$ cat config.mk
export PLATFORM = sky130hd
export DESIGN_NAME = wb_port_arbiter_flat
export DESIGN_NICKNAME = d
export VERILOG_FILES = /design/src/rtl/wb_pkg.sv /design/src/rtl/wb_port_arbiter_if.sv /design/src/rtl/wb_ldq.sv /design/src/rtl/wb_port_arbiter.sv /design/src/flat_wrapper.sv
export SDC_FILE = /design/constraint.sdc
export NUM_CORES = 1
export LEC_CHECK = 0
export ABC_AREA = 1
export ABC_CLOCK_PERIOD_IN_PS = 5200
export CORE_MARGIN = 3
export CORE_UTILIZATION = 50
export CTS_CLUSTER_DIAMETER = 200
export DETAILED_ROUTE_END_ITERATION = 16
export GPL_ROUTABILITY_DRIVEN = 0
export PLACE_DENSITY = 0.84
export SYNTH_ARGS = -nofsm -noshare
export SYNTH_HDL_FRONTEND = slang
export SYNTH_SLANG_ARGS = --single-unit
$ cat constraint.sdc
create_clock -name clk -period 5.2 [get_ports clk]
set_input_delay 0.52 -clock clk [delete_from_list [all_inputs] [get_ports clk]]
set_output_delay 0.52 -clock clk [all_outputs]
set_load 0.03 [all_outputs]
$ cat src/rtl/wb_pkg.sv
// Shared types and default widths for the writeback port arbiter.
// Consumers pick up the write-request record and source tag from here.
package wb_pkg;

    localparam int DEFAULT_XLEN    = 64;
    localparam int DEFAULT_REGBITS = 5;

    typedef struct packed {
        logic [DEFAULT_REGBITS-1:0] rd;
        logic [DEFAULT_XLEN-1:0]    data;
    } wb_req_t;

    typedef enum logic {
        WB_ALU = 1'b0,
        WB_LD  = 1'b1
    } wb_src_e;

endpackage

$ cat src/rtl/wb_port_arbiter_if.sv
// Producer handshakes, registered regfile write port and queue occupancy.
// "master" is the producer/regfile side, "slave" is the arbiter.
interface wb_port_arbiter_if
    import wb_pkg::*;
#(
    parameter int XLEN    = DEFAULT_XLEN,
    parameter int REGBITS = DEFAULT_REGBITS,
    parameter int CNT_W   = 2
);
    logic               alu_valid;
    logic               alu_ready;
    logic [REGBITS-1:0] alu_rd;
    logic [XLEN-1:0]    alu_data;

    logic               ld_valid;
    logic               ld_ready;
    logic [REGBITS-1:0] ld_rd;
    logic [XLEN-1:0]    ld_data;

    logic               wr_en;
    logic [REGBITS-1:0] wr_addr;
    logic [XLEN-1:0]    wr_data;
    logic               wr_src;
    logic [CNT_W-1:0]   ldq_count;

    modport master (
        output alu_valid, alu_rd, alu_data, ld_valid, ld_rd, ld_data,
        input  alu_ready, ld_ready, wr_en, wr_addr, wr_data, wr_src, ldq_count
    );

    modport slave (
        input  alu_valid, alu_rd, alu_data, ld_valid, ld_rd, ld_data,
        output alu_ready, ld_ready, wr_en, wr_addr, wr_data, wr_src, ldq_count
    );

endinterface

$ cat src/rtl/wb_ldq.sv
// Small synchronous FIFO holding returned loads until they win the write port.
// Push is ignored when full and pop when empty; push and pop may share a cycle.
module wb_ldq
    import wb_pkg::*;
#(
    parameter int  DEPTH = 2,
    parameter type req_t = wb_req_t
) (
    input  logic                       clk,
    input  logic                       rst,
    input  logic                       push,
    input  req_t                       push_data,
    input  logic                       pop,
    output req_t                       head,
    output logic                       full,
    output logic                       empty,
    output logic [$clog2(DEPTH+1)-1:0] count
);
    localparam int CNT_W = $clog2(DEPTH + 1);
    localparam int PTR_W = (DEPTH > 1) ? $clog2(DEPTH) : 1;

    req_t             mem [DEPTH];
    logic [PTR_W-1:0] rd_ptr;
    logic [PTR_W-1:0] wr_ptr;
    logic [CNT_W-1:0] count_q;
    logic             do_push;
    logic             do_pop;

    function automatic logic [PTR_W-1:0] bump(input logic [PTR_W-1:0] p);
        return (p == PTR_W'(DEPTH - 1)) ? '0 : p + 1'b1;
    endfunction

    assign full    = (count_q == CNT_W'(DEPTH));
    assign empty   = (count_q == '0);
    assign do_push = push && !full;
    assign do_pop  = pop && !empty;
    assign head    = mem[rd_ptr];
    assign count   = count_q;

    // NOTE: storage is deliberately not reset; count_q alone decides which entries are live.
    always_ff @(posedge clk) begin
        if (do_push) mem[wr_ptr] <= push_data;
    end

    always_ff @(posedge clk) begin
        if (rst) begin
            rd_ptr  <= '0;
            wr_ptr  <= '0;
            count_q <= '0;
        end else begin
            if (do_push) wr_ptr <= bump(wr_ptr);
            if (do_pop)  rd_ptr <= bump(rd_ptr);
            case ({do_push, do_pop})
                2'b10:   count_q <= count_q + 1'b1;
                2'b01:   count_q <= count_q - 1'b1;
                default: count_q <= count_q;
            endcase
        end
    end

endmodule

$ cat src/rtl/wb_port_arbiter.sv
// Arbitrates the single regfile write port between the ALU pipe and queued loads,
// with an ALU-streak limit so waiting loads cannot starve.
module wb_port_arbiter
    import wb_pkg::*;
#(
    parameter int XLEN           = DEFAULT_XLEN,
    parameter int REGBITS        = DEFAULT_REGBITS,
    parameter int LDQ_DEPTH      = 2,
    parameter int MAX_ALU_STREAK = 4
) (
    input  logic              clk,
    input  logic              rst,
    wb_port_arbiter_if.slave  bus
);
    localparam int STK_W = $clog2(MAX_ALU_STREAK + 1);

    typedef struct packed {
        logic [REGBITS-1:0] rd;
        logic [XLEN-1:0]    data;
    } req_t;

    req_t               push_req;
    req_t               head;
    logic               full;
    logic               empty;
    logic               pend;
    logic               push;
    logic               grant_ld;
    logic               grant_alu;
    logic [STK_W-1:0]   streak;

    logic               wr_en_q;
    logic [REGBITS-1:0] wr_addr_q;
    logic [XLEN-1:0]    wr_data_q;
    wb_src_e            wr_src_q;

    assign push_req = '{rd: bus.ld_rd, data: bus.ld_data};
    assign pend     = !empty;

    // A waiting load wins when the ALU is idle, the queue is full, or the ALU has used its streak.
    assign grant_ld  = !rst && pend &&
                       (!bus.alu_valid || full || streak == STK_W'(MAX_ALU_STREAK));
    assign grant_alu = !rst && bus.alu_valid && !grant_ld;

    assign bus.alu_ready = !rst && !grant_ld;
    assign bus.ld_ready  = !rst && !full;
    assign push          = bus.ld_valid && bus.ld_ready;

    wb_ldq #(
        .DEPTH (LDQ_DEPTH),
        .req_t (req_t)
    ) u_ldq (
        .clk       (clk),
        .rst       (rst),
        .push      (push),
        .push_data (push_req),
        .pop       (grant_ld),
        .head      (head),
        .full      (full),
        .empty     (empty),
        .count     (bus.ldq_count)
    );

    always_ff @(posedge clk) begin
        if (rst) begin
            streak    <= '0;
            wr_en_q   <= 1'b0;
            wr_addr_q <= '0;
            wr_data_q <= '0;
            wr_src_q  <= WB_ALU;
        end else begin
            if (grant_ld || !pend) begin
                streak <= '0;
            end else if (grant_alu && streak != STK_W'(MAX_ALU_STREAK)) begin
                streak <= streak + 1'b1;
            end

            // x0 writes still complete the handshake but never strobe the regfile.
            wr_en_q <= 1'b0;
            if (grant_ld) begin
                wr_en_q   <= (head.rd != '0);
                wr_addr_q <= head.rd;
                wr_data_q <= head.data;
                wr_src_q  <= WB_LD;
            end else if (grant_alu) begin
                wr_en_q   <= (bus.alu_rd != '0);
                wr_addr_q <= bus.alu_rd;
                wr_data_q <= bus.alu_data;
                wr_src_q  <= WB_ALU;
            end
        end
    end

    assign bus.wr_en   = wr_en_q;
    assign bus.wr_addr = wr_addr_q;
    assign bus.wr_data = wr_data_q;
    assign bus.wr_src  = wr_src_q;

endmodule

$ cat src/flat_wrapper.sv
// flat-port wrapper written by rule: the top's interface ports become plain ports
module wb_port_arbiter_flat import wb_pkg::*;
#(
    parameter int XLEN           = DEFAULT_XLEN,
    parameter int REGBITS        = DEFAULT_REGBITS,
    parameter int LDQ_DEPTH      = 2,
    parameter int MAX_ALU_STREAK = 4
)
  (clk, rst, bus_alu_valid, bus_alu_rd, bus_alu_data, bus_ld_valid, bus_ld_rd, bus_ld_data, bus_alu_ready, bus_ld_ready, bus_wr_en, bus_wr_addr, bus_wr_data, bus_wr_src, bus_ldq_count);
  wb_port_arbiter_if #(.XLEN(XLEN), .REGBITS(REGBITS), .CNT_W(($clog2((2) + 1)))) bus_i ();
  input  logic clk;
  input  logic rst;
  input wire logic [$bits(bus_i.alu_valid)-1:0] bus_alu_valid;
  input wire logic [$bits(bus_i.alu_rd)-1:0] bus_alu_rd;
  input wire logic [$bits(bus_i.alu_data)-1:0] bus_alu_data;
  input wire logic [$bits(bus_i.ld_valid)-1:0] bus_ld_valid;
  input wire logic [$bits(bus_i.ld_rd)-1:0] bus_ld_rd;
  input wire logic [$bits(bus_i.ld_data)-1:0] bus_ld_data;
  output wire logic [$bits(bus_i.alu_ready)-1:0] bus_alu_ready;
  output wire logic [$bits(bus_i.ld_ready)-1:0] bus_ld_ready;
  output wire logic [$bits(bus_i.wr_en)-1:0] bus_wr_en;
  output wire logic [$bits(bus_i.wr_addr)-1:0] bus_wr_addr;
  output wire logic [$bits(bus_i.wr_data)-1:0] bus_wr_data;
  output wire logic [$bits(bus_i.wr_src)-1:0] bus_wr_src;
  output wire logic [$bits(bus_i.ldq_count)-1:0] bus_ldq_count;
  assign bus_i.alu_valid = bus_alu_valid;
  assign bus_i.alu_rd = bus_alu_rd;
  assign bus_i.alu_data = bus_alu_data;
  assign bus_i.ld_valid = bus_ld_valid;
  assign bus_i.ld_rd = bus_ld_rd;
  assign bus_i.ld_data = bus_ld_data;
  assign bus_alu_ready = bus_i.alu_ready;
  assign bus_ld_ready = bus_i.ld_ready;
  assign bus_wr_en = bus_i.wr_en;
  assign bus_wr_addr = bus_i.wr_addr;
  assign bus_wr_data = bus_i.wr_data;
  assign bus_wr_src = bus_i.wr_src;
  assign bus_ldq_count = bus_i.ldq_count;
  wb_port_arbiter #(.XLEN(XLEN), .REGBITS(REGBITS), .LDQ_DEPTH(LDQ_DEPTH), .MAX_ALU_STREAK(MAX_ALU_STREAK)) u_core (.clk(clk), .rst(rst), .bus(bus_i));
endmodule
Word-level counts from Yosys, hierarchy flattened
Memory sizes are Yosys's and may differ from the RTL's. A register that Yosys moved wholly into a read port is not among the register bits.
Cells that the tools add are included.

storage, ports and cells
  output and inout port bits = 75
  bits of input ports = 142
  memories = 1
  bits in writable memories = 138
  register bits = 78
  word-level logic and storage cells = 58

memory list
  name              words  bits a word  rd ports  clocked after memory_dff  wr ports  RTL line      source
  u_core.u_ldq.mem  2      69           1         1                         1         wb_ldq.sv:22  req_t mem [DEPTH];

operators by class
  multiplexer cells = 15
  add/subtract/negate cells = 5
  reductions and logical operators = 24
  equal/unequal tests = 5

operator list
  kind                   count
  $mux W64               2
  $logic_and A1 B1 Y1    10
  $mux W1                10
  $mux W5                2
  $reduce_bool A5 Y1     2
  $logic_not A1 Y1       5
  $eq A2 B2 Y1 const B   2
  $pmux W2 S2            1
  $reduce_bool A2 Y1     2
  $add A3 B1 Y3 const B  1
  $eq A3 B3 Y1 const B   1
  $logic_or A1 B1 Y1     3
  $ne A3 B3 Y1 const B   1
  $add A1 B1 Y1 const B  2
  $add A2 B1 Y2 const B  1
  $eq A2 B1 Y1 const B   1
  $logic_not A2 Y1       1
  $reduce_or A2 Y1       1
  $sub A2 B1 Y2 const B  1

Longest topological paths before layout
  depth after elaboration = 8
  mapped depth = 13
  gate-level depth less buffers = 11

Hierarchy
A second synthesis with hierarchy kept.

unflattened totals
  cell total of the unflattened synthesis = 898
  area total of the unflattened synthesis = 9365.2 um^2

modules (own cells, without submodules)
  module           area each (um^2)  cells an instance  seq. area each (um^2)  times used
  wb_ldq           5266.3            255                4244.1                 1
  wb_port_arbiter  4098.9            643                1481.4                 1

Least setup slack after synthesis
OpenSTA, ideal clock, no wires.

  path kind = register -> register
  start = register u_core.u_ldq.count_q[0] (netlist: u_core.u_ldq.count[0])
  end = memory u_core.u_ldq.mem[1][0] (netlist bit) (enable)
  buffers on the path = 0
  arrival time = 4382 ps
  required time = 4702 ps
  stages on the path, launching flop included = 7
  period minus slack after synthesis = 4881 ps
  library setup time = 498 ps
  slack = 319 ps
  cells stage by stage = dfxtp_1 inv_1 nand2_1 inv_1 nor2_1 nand2_1 nor2_1

on the way
  cells in the longest elaborated chain, start to end = 7

ends and longest elaborated chain
  item                           RTL line               source
  start, declared                wb_ldq.sv:25           logic [CNT_W-1:0] count_q;
  start signal, assigned         wb_ldq.sv:54           2'b10: count_q <= count_q + 1'b1;
  start signal, assigned         wb_ldq.sv:55           2'b01: count_q <= count_q - 1'b1;
  start signal, assigned         wb_ldq.sv:56           default: count_q <= count_q;
  $eq A2 B2 Y1                   wb_ldq.sv:33           assign full = (count_q == CNT_W'(DEPTH));
  $logic_not A1 Y1               wb_port_arbiter.sv:46  assign bus.ld_ready = !rst && !full;
  $logic_and A1 B1 Y1            wb_port_arbiter.sv:46
  named net bus_ld_ready         flat_wrapper.sv:20     output wire logic [$bits(bus_i.ld_ready)-1:0] bus_ld_ready;
  $logic_and A1 B1 Y1            wb_port_arbiter.sv:47  assign push = bus.ld_valid && bus.ld_ready;
  $logic_and A1 B1 Y1            wb_ldq.sv:35           assign do_push = push && !full;
  $mux W1                        wb_ldq.sv:42           if (do_push) mem[wr_ptr] <= push_data;
  $mux W1 (implied by the code)  wb_ldq.sv:42
  end, declared                  wb_ldq.sv:22

The timed path passes the listed nets, and every way through them passes these cells.

Final worst setup path
  start = register u_core.streak[0]
  end = output bus_alu_ready

on the way
  cells in the longest elaborated chain, start to end = 5

ends and longest elaborated chain
  item                    RTL line               source
  start, declared         wb_port_arbiter.sv:30  logic [STK_W-1:0] streak;
  start signal, assigned  wb_port_arbiter.sv:75  streak <= streak + 1'b1;
  $eq A3 B3 Y1            wb_port_arbiter.sv:42  (!bus.alu_valid || full || streak == STK_W'(MAX_ALU_STREAK));
  $logic_or A1 B1 Y1      wb_port_arbiter.sv:42
  $logic_and A1 B1 Y1     wb_port_arbiter.sv:41  assign grant_ld = !rst && pend &&
  $logic_not A1 Y1        wb_port_arbiter.sv:45  assign bus.alu_ready = !rst && !grant_ld;
  $logic_and A1 B1 Y1     wb_port_arbiter.sv:45
  end, declared           flat_wrapper.sv:19     output wire logic [$bits(bus_i.alu_ready)-1:0] bus_alu_ready;

No other way between the ends.

==> impl_metrics.tcl <==
set metrics [dict create \
    finalSetupViolCount 0 \
    gr-total-overflow 0 \
    die_h_um 141 \
    cts_hold_buf 0 \
    ctsResizeCount 0 \
    dr.pass1.iters 5 \
    dpl.hpwl_um 13900 \
    grt_max_degree 139 \
    drv_cap 0 \
    holdCritStartpoint "u_core.streak[0]$_SDFFE_PP0P_" \
    wl_um 22000 \
    ys_ff_latch 217 \
    post_drt_wl_per_cell_um 15.1 \
    synth_edf_count 138 \
    grt_usage 0.211 \
    io_buffers 216 \
    grt_pass1_vias 7119 \
    r2r_setup_slack_ns 2.23 \
    synth.distinct_cells 17 \
    highest_layer "met4" \
    netlist_area_mm2 0.00916 \
    whs_ns 0.446 \
    drc 0 \
    ys_async_sr_fraction 0 \
    stdcell_count 1455 \
    post-place-cells 1413 \
    dr_wl_met2_um 11000 \
    clock_path_buffers 3 \
    numCtsBuffers 23 \
    setup_slack_ns 1.53 \
    num_rows 48 \
    rsz0062_at_grt "no" \
    dpl_cell_area_mm2 0.0114 \
    ir_drop_uv 331 \
    drt_iter0_markers 404 \
    via_count 7348 \
    synth-seq-area-share 0.625 \
    start_kind "register" \
    core_mm2 0.0176 \
    hold_path_depth 1 \
    fin_area_mm2 0.0121 \
    fin_crit_ns 3.67 \
    fin_tns_setup_ns 0 \
    hold_path_end "u_core.streak[0]$_SDFFE_PP0P_" \
    path_class "register to output port" \
    syn2layout_area_growth_pct 32.6 \
    clk_latency_ns 0.50 \
    max-slew-margin-rel 0.189 \
    cp_data_arrival_time_ns 3.15 \
    avgSynthCellArea_um2 8.93 \
    fp.dieW_um 141 \
    antenna_found_initial 0 \
    drive_above_1_share 0.0390 \
    p_leak_nw 5.14 \
    ioPinCount 217 \
    cts_root_buf "clkbuf_16" \
    ys.flop_type "edfxtp_1" \
    cts_tree "yes" \
    timing.final.crit_share 0.707 \
    antenna-diode-count 0 \
    viasPerCell 5.05 \
    fin_worst_skew_ns 0.0125 \
    detailedPlace.worstSlack_ns 1.70 \
    worst_ep_required_time_ns 4.68 \
    wl_met3_um 1640 \
    fin_nets 1358 \
    fmax_ghz 0.272 \
    crit_path_end_kind "output port" \
    drt-met1-wl_um 8800 \
    worst_pin_slew_ns 1.22 \
    cts_max_level 1 \
    rr_worst_depth 9 \
    slew_viol_final 0 \
    syn_inst 1025 \
    r2r_start "u_core.streak[0]$_SDFFE_PP0P_" \
    path_max_fanout 71 \
    post_cts_buffers 0 \
    cts.reportedPaths.clkPinSlew_ns 0.06 \
    hold_path.class "register to register" \
    yosysWarnings 0 \
    n_fill_cell 1297 \
    initial_core_util 0.520 \
    hold_violations 0 \
    dieArea_mm2 0.0200 \
    clock-sinks 217 \
    worstReg2RegEnd "u_core.streak[2]$_SDFFE_PP0P_" \
    outcome "completed" \
    ant_nets 0 \
    grt_pass1_wl_um 34500 \
    powerDensity_mw_per_mm2 376 \
    syn_nets 1170 \
]
cell families (layout without fill, tap and decap cells):
family | Yosys count | after routing | share of synthesized area
AND/OR/NAND/NOR | 516 | 516 | 0.233
buffers and inverters | 211 | 416 | 0.0946
AO/OA/AOI/OAI | 77 | 77 | 0.0421
flip-flops | 217 | 217 | 0.625
adder cells (fa/ha/maj) | 3 | 3 | 0.00410
XOR/XNOR | 1 | 1 | 0.000957
flip-flops by register name, summed over array words and instances, names as in the netlist, named ones only:
register,cells
u_core.bus.wr_data,64
u_core.u_ldq.mem,138
u_core.streak,3
u_core.u_ldq.rd_ptr,1
u_core.u_ldq.count,2
u_core.u_ldq.wr_ptr,1
u_core.bus.wr_addr,5
u_core.bus.wr_src,1
u_core.bus.wr_en,1
worst max-delay path by stage:
stage                                                  start                                to  slack, ns  depth (start not counted)
final                          u_core.streak[0]$_SDFFE_PP0P_                     bus_alu_ready       1.53                          8
after global routing           u_core.streak[0]$_SDFFE_PP0P_                     bus_alu_ready       1.38                          8
after CTS                      u_core.streak[0]$_SDFFE_PP0P_                     bus_alu_ready       1.52                          8
after detailed placement                       bus_alu_valid                     bus_alu_ready       1.70                          6
after global placement                         bus_alu_valid                     bus_alu_ready       1.75                          6
after floorplan           u_core.u_ldq.count[0]$_SDFFE_PP0P_  u_core.u_ldq.mem[1][0]$_DFFE_PP_       0.32                          6
worst max-delay path, cell delays in order (launching register included):
cell and delay [ns]:
dfxtp_1 0.35, inv_1 0.06, ha_1 0.20, nand2_1 0.13, nand3_4 0.69, nand2_2 0.33
inv_2 0.09, nor2_1 0.10, clkdlybuf4s50_1 0.69
layout make-up:
type | instances | area [um2] | share of cell area
timing repair buffer | 222 | 2210 | 0.182
clock buffer | 36 | 676 | 0.0557
inverter | 152 | 571 | 0.0470
sequential | 217 | 5730 | 0.472
tap | 225 | 282 | 0.0232
multi-input combinational | 597 | 2610 | 0.215
clock inverter | 6 | 60.1 | 0.00495
metrics by stage:
step	power, mW	util
2_1_floorplan	2.65	-
3_3_place_gp	2.98	0.648
3_5_place_dp	3.02	0.648
4_1_cts	4.61	0.690
5_1_grt	4.77	0.690
6_report	4.57	0.690
cells in the final DEF (no fill, tap or decap):
cell type,netlist,routed
nand2_1,220,219
clkdlybuf4s50_1,0,215
inv_1,150,150
nand3_1,148,147
nor2_1,145,143
edfxtp_1,138,138
dfxtp_1,79,78
o21ai_0,73,73
clkbuf_16,0,24
clkbuf_1,19,9
buf_4,12,5
nor2_4,1,3
a21oi_1,4,3
ha_1,3,3
clkbuf_8,0,3
inv_2,2,2
nor3_1,2,2
clkinv_2,0,2
nand3_4,0,1
nand2_2,0,1
a21oi_4,0,1
xor2_1,1,1
dfxtp_4,0,1
inv_6,0,1
clkinv_1,0,1
bufinv_16,0,1
clkinvlp_4,0,1
buf_2,23,1
buf_12,0,1
synth_stat cells, types with 2 or more instances:
master	number	area [um2]
a21oi_1	4	20.0
buf_1	5	18.8
buf_2	23	115
buf_4	12	90.1
clkbuf_1	19	71.3
dfxtp_1	79	1580
edfxtp_1	138	4140
ha_1	3	37.5
inv_1	150	563
inv_2	2	7.51
nand2_1	220	826
nand3_1	148	741
nor2_1	145	544
nor3_1	2	10.0
o21ai_0	73	365
power breakdown:
group          leakage, nW  internal, mW  switching [mW]
logic                 2.86         0.376           0.543
clock network        0.356         0.943           0.643
registers             1.92          1.96          0.0998
layer usage:
layer  vias up  global-route usage
li1       3649                   -
met3        40              0.0452
met4         0              0.0612
met2       259               0.378
met1      3400               0.256
met5         -                   0
(Power assumes the default switching activity.)
